**config.mk**
```make
export PLATFORM = sky130hd
export DESIGN_NAME = fifo_wr_gen
export DESIGN_NICKNAME = d
export VERILOG_FILES = /design/src/rtl/fifo_wr_gen.sv
export SDC_FILE = /design/constraint.sdc
export NUM_CORES = 1
export LEC_CHECK = 0
export CAP_MARGIN = 20
export CORE_MARGIN = 2
export CORE_UTILIZATION = 56
export CTS_BUF_LIST = sky130_fd_sc_hd__clkbuf_16
export CTS_CLUSTER_SIZE = 20
export DETAILED_ROUTE_END_ITERATION = 10
export PLACE_DENSITY = 0.82
export SLEW_MARGIN = 10
export SYNTH_ARGS = -nofsm -noshare
export SYNTH_HDL_FRONTEND = slang
export SYNTH_SLANG_ARGS = --single-unit
```
**constraint.sdc**
```tcl
create_clock -name clk -period 6.9 [get_ports clk]
set_input_delay 0.69 -clock clk [delete_from_list [all_inputs] [get_ports clk]]
set_output_delay 0.69 -clock clk [all_outputs]
set_load 0.1 [all_outputs]
```
**src/rtl/fifo_wr_gen.sv**
```systemverilog
// Write-side FIFO traffic generator: waits for empty, then writes a patterned burst. Optional chksum port via FIFO_WR_GEN_CHKSUM_EN.
// Latency: first strobe one cycle after en && fifo_empty_flag. Backpressure: full ends the burst, or holds and retries the word.
`timescale 1ns/1ps
module fifo_wr_gen #(
    parameter int DATA_W = 8,
    parameter int LEN_W  = 8
) (
    input  logic              clk,
    input  logic              rst_n,
    input  logic              en,
    input  logic [1:0]        pat_sel,
    input  logic              retry_on_full,
    input  logic [DATA_W-1:0] start_val,
    input  logic [LEN_W-1:0]  burst_len,
    input  logic              fifo_empty_flag,
    input  logic              fifo_full_flag,
    output logic              fifo_wr_flag,
    output logic [DATA_W-1:0] fifo_wr_data,
    output logic              busy,
    output logic              burst_done,
`ifdef FIFO_WR_GEN_CHKSUM_EN
    output logic [DATA_W-1:0] chksum,
`endif
    output logic [LEN_W-1:0]  wr_count
);

    typedef enum logic [1:0] {IDLE, WRITE, DONE} state_t;

    localparam logic [1:0] PAT_INC  = 2'd0;
    localparam logic [1:0] PAT_DEC  = 2'd1;
    localparam logic [1:0] PAT_WALK = 2'd3;

    state_t            state, state_d;
    logic [1:0]        pat_q, pat_d;
    logic              retry_q, retry_d;
    logic [LEN_W-1:0]  len_q, len_d;
    logic              flag_d;
    logic [DATA_W-1:0] data_d;
    logic [LEN_W-1:0]  cnt_d;
    logic [LEN_W-1:0]  cnt_inc;
    logic [DATA_W-1:0] seed;
    logic [DATA_W-1:0] next_word;
    logic              acc;
    logic              arm;

    assign acc     = fifo_wr_flag && !fifo_full_flag;
    assign arm     = en && fifo_empty_flag;
    assign cnt_inc = wr_count + LEN_W'(1);

    // A walking-one pattern with a zero seed would never show a bit.
    assign seed = (pat_sel == PAT_WALK && start_val == '0)
                ? {{(DATA_W-1){1'b0}}, 1'b1} : start_val;

    always_comb begin
        next_word = fifo_wr_data;
        case (pat_q)
            PAT_INC:  next_word = fifo_wr_data + DATA_W'(1);
            PAT_DEC:  next_word = fifo_wr_data - DATA_W'(1);
            PAT_WALK: next_word = {fifo_wr_data[DATA_W-2:0], fifo_wr_data[DATA_W-1]};
            default:  next_word = fifo_wr_data;
        endcase
    end

    always_comb begin
        state_d = state;
        flag_d  = fifo_wr_flag;
        data_d  = fifo_wr_data;
        cnt_d   = wr_count;
        pat_d   = pat_q;
        retry_d = retry_q;
        len_d   = len_q;
        case (state)
            IDLE: begin
                flag_d = 1'b0;
                if (arm) begin
                    pat_d   = pat_sel;
                    retry_d = retry_on_full;
                    len_d   = burst_len;
                    cnt_d   = '0;
                    data_d  = seed;
                    flag_d  = 1'b1;
                    state_d = WRITE;
                end
            end
            WRITE: begin
                if (!en) begin
                    flag_d  = 1'b0;
                    state_d = IDLE;
                end else if (acc && len_q != '0 && cnt_inc == len_q) begin
                    cnt_d   = cnt_inc;
                    flag_d  = 1'b0;
                    state_d = DONE;
                end else if (acc) begin
                    cnt_d  = cnt_inc;
                    data_d = next_word;
                end else if (fifo_full_flag && !retry_q) begin
                    flag_d  = 1'b0;
                    state_d = DONE;
                end
            end
            DONE: begin
                flag_d  = 1'b0;
                state_d = IDLE;
            end
            default: state_d = IDLE;
        endcase
    end

    always_ff @(posedge clk) begin
        if (!rst_n) begin
            state        <= IDLE;
            fifo_wr_flag <= 1'b0;
            fifo_wr_data <= '0;
            busy         <= 1'b0;
            burst_done   <= 1'b0;
            wr_count     <= '0;
            pat_q        <= '0;
            retry_q      <= 1'b0;
            len_q        <= '0;
        end else begin
            state        <= state_d;
            fifo_wr_flag <= flag_d;
            fifo_wr_data <= data_d;
            busy         <= (state_d != IDLE);
            burst_done   <= (state_d == DONE);
            wr_count     <= cnt_d;
            pat_q        <= pat_d;
            retry_q      <= retry_d;
            len_q        <= len_d;
        end
    end

`ifdef FIFO_WR_GEN_CHKSUM_EN
    logic [DATA_W-1:0] chk_d;

    // Accumulates exactly the words that are counted, so aborted strobes are excluded.
    always_comb begin
        chk_d = chksum;
        if (state == IDLE && arm) begin
            chk_d = '0;
        end else if (state == WRITE && en && acc) begin
            chk_d = chksum ^ fifo_wr_data;
        end
    end

    always_ff @(posedge clk) begin
        if (!rst_n) begin
            chksum <= '0;
        end else begin
            chksum <= chk_d;
        end
    end
`endif

endmodule

```
==> metrics.txt <==
# diodes 0; critical path class reg -> reg; worst hold path depth 2; CTS root buffer clkbuf_16; vias per inst a little under 6; Post-synth EDFFs 0; initial antenna violation count 0; Final Cycle Share 39.78%; Worst R2R End fifo_wr_data[6]; clk_skew 0.004430 ns; Die H ~67 um; max-cap viol count 0; CTS buffer count 5; Data arrival, critical path 2.88 ns; Synth-to-Final Area Change 25.24%; final net count 355; Least-Margin Pin Slew between 0.9 and 1 ns; worst r2r path cells 9; pwr/cell area 200.3 mW/mm2; Routed wire per std cell 15.13 um; vias in the first global route 1,918; Post-Synth Simple-Gate Area 27.18%; Worst-Skew Late Latency 0.28 ns; mux cell area share after synthesis 3.835%; P_int 377.4 uW; H-tree depth 2; Max Slew Vio Count 0; switching pwr 187.1 uW; Post-synth top flop dfxtp_1; Ys Warns 0; adder-cell share of the synthesized area 6.448%; critical path required time around 7 ns; Reg2Reg Setup Slack 4.15 ns; Rows 23; worst vdd ir about 0.16 mV; f_max about 360 MHz; reg2reg start pat_q[1]; top cells by area, synth dfxtp_1 (28%), nand2_1 (7.2%), a21oi_1 (6.2%), ha_1 (5.6%), o21ai_0 (3.3%); endpoints failing hold 0; initial core utilization 57.09%; Core ar. around 0.004 mm2; post-synthesis instance area 0.002251 mm2; syn_area_per_cell 7.898 um2; clock share of power 39.2%; # setup viols final 0; storage element area approximately 640 um2; Post-synth top cells nand2_1 (43), dfxtp_1 (32), a21oi_1 (28), nor2_1 (18), o21ai_0 (15); clk slew on worst S/H paths approximately 0.06 ns; combinational share of power 24.4%; Die Wd 67.40 um; layout cells sized above 1 6.542%; syn_nets 320; CTS sink cnt 32; Critical Path Sink Type flop; vias 2,188; DP HPWL 4080 um; I/O pins 43; worst-path fanout max 8; DRC marker count from the first detailed-route iteration 217; CTS resizes 0; Post-route DRC 0; setup bufs post-CTS 0; dominant cell type by area after synthesis dfxtp_1; largest net degree at the start of global routing 24; IO buf count 42; register area share after synthesis 28.46%; final WL 5615 um; antenna-violating nets left 0; Final TNS setup 0 ns; top-count cell post-synth nand2_1; Leak Pwr between 1 and 1.5 nW; Compound-Gate Fraction of Synth Area around 26%; RSZ-0062 raised after global routing false; gpl congestion 0.8476; Syn Inst Count 285; Longest Clk Path Bufs 2; GR Overflow Total 0; post-synthesis register bit count 32; Worst slew margin 35.11%; CP Launch Type flop; ys async rst share 0%; Netlist cell types 65; XOR/XNOR Fraction of Synth Area 3.502%; fin crit period 2.745 ns; largest family of logic cells by synthesized area simple AND/OR/NAND/NOR gates; number of fill cells 332; total power approximately 560 uW; register share of total power between 30 and 40%; Hold Crit Class reg -> reg; die footprint 0.004543 mm2; CTS hold repair buffers 0; first-pass GRT wire length ~9100 um; area of the multi-input gates 0.001501 mm2; TritonRoute pass-1 iters 4; Hold Path End len_q[3]; Sw Share 33.15%; worst hold start len_q[3]; post-synth top area share 28.46%; CTS tree built; Global Route Usage Sum 26.65%; run status complete, no violations
power by group through the flow:
stage	registers, mW	clock network (mW)	logic (mW)
global route	0.207	0.229	0.148
floorplan	0.244	0	0.0607
finish	0.206	0.221	0.138
detailed placement	0.209	0	0.137
global placement	0.209	0	0.135
CTS	0.205	0.223	0.138
cell type report:
class | count | area share (%)
clock buffer | 5 | 4.439
clock inverter | 3 | 0.8433
inverter | 12 | 1.598
multi-input combinational | 227 | 53.26
sequential | 32 | 22.73
tap | 50 | 2.219
timing repair buffer | 42 | 14.91
critical path, cell delays in order, from the launching register on:
cell	delay (ns)
dfxtp_1	0.45
nand2b_1	0.19
inv_1	0.15
ha_1	0.36
nor2b_1	0.25
o2111ai_1	0.17
and4b_1	0.21
o32a_1	0.32
a2111oi_0	0.36
a221oi_1	0.13
cells by family (layout without fill, tap and decap cells):
| group | Yosys count | count (layout) |
|---|---|---|
| adders and majority gates | 11 | 11 |
| muxes | 8 | 8 |
| DFF | 32 | 32 |
| and+or+nand+nor | 117 | 117 |
| buffers and inverters | 26 | 62 |
| xor gates and xnor gates | 9 | 9 |
| AOI/OAI and AO/OA | 82 | 82 |
cell usage in the layout (no fill, tap or decap), types with 2 or more instances in the layout:
cell             instances
nor4_1                   6
a21o_1                   2
nand2b_1                 3
o21ai_0                 15
o31a_1                   2
a211o_1                  2
mux2i_1                  6
nor2b_1                  5
o21a_1                   3
a31oi_1                  2
dfxtp_1                 32
o211ai_1                 5
or3_1                    7
nor3_1                   9
and2_1                   3
ha_1                    10
nand3_1                  6
o311ai_0                 2
nand2_1                 43
a22oi_1                  2
clkdlybuf4s50_1         42
nor3b_1                  2
a21oi_1                 28
clkinvlp_4               2
clkbuf_16                5
nor2_1                  18
xnor2_1                  5
and4_1                   2
inv_1                   12
xor2_1                   4
a221oi_1                 2
stage by stage:
step | area [um2] | util (%) | worst slack (ns) | hold slack [ns] | instances
after global placement | 2670 | 67.72 | 4.069 | 0.4647 | 363
after detailed placement | 2670 | 67.72 | 3.987 | 0.4792 | 363
final | 2819 | 71.50 | 4.155 | 0.4964 | 371
after floorplan | 2251 | - | 3.840 | 0.4367 | 285
after CTS | 2819 | 71.50 | 4.181 | 0.4869 | 371
after global routing | 2819 | 71.50 | 3.912 | 0.5094 | 371
worst max path at each step:
stage / from / slack (ns) / depth (start not counted) / end
global route: state[0] / 3.91 / 7 / fifo_wr_data[0]
global placement: rst_n / 4.07 / 6 / fifo_wr_data[0]
detailed placement: rst_n / 3.99 / 6 / fifo_wr_data[0]
CTS: pat_q[1] / 4.18 / 9 / fifo_wr_data[6]
finish: pat_q[1] / 4.15 / 9 / fifo_wr_data[6]
floorplan: wr_count[1] / 3.84 / 7 / fifo_wr_data[7]
registers in the layout (all words and copies together), names as in the netlist:
name and flops:
busy 1, fifo_wr_data 8, len_q 8, pat_q 2
wr_count 8, state 2, burst_done 1, fifo_wr_flag 1
retry_q 1
routing by layer:
| layer | global-route usage [%] | part of all wire (%) |
|---|---|---|
| met5 | 0 | 0 |
| met4 | 6.633 | 1.2 |
| met3 | 5.000 | 5.4 |
| met2 | 41.34 | 45 |
| met1 | 38.07 | 48 |
Note: power is estimated with default switching activity, not from simulation.
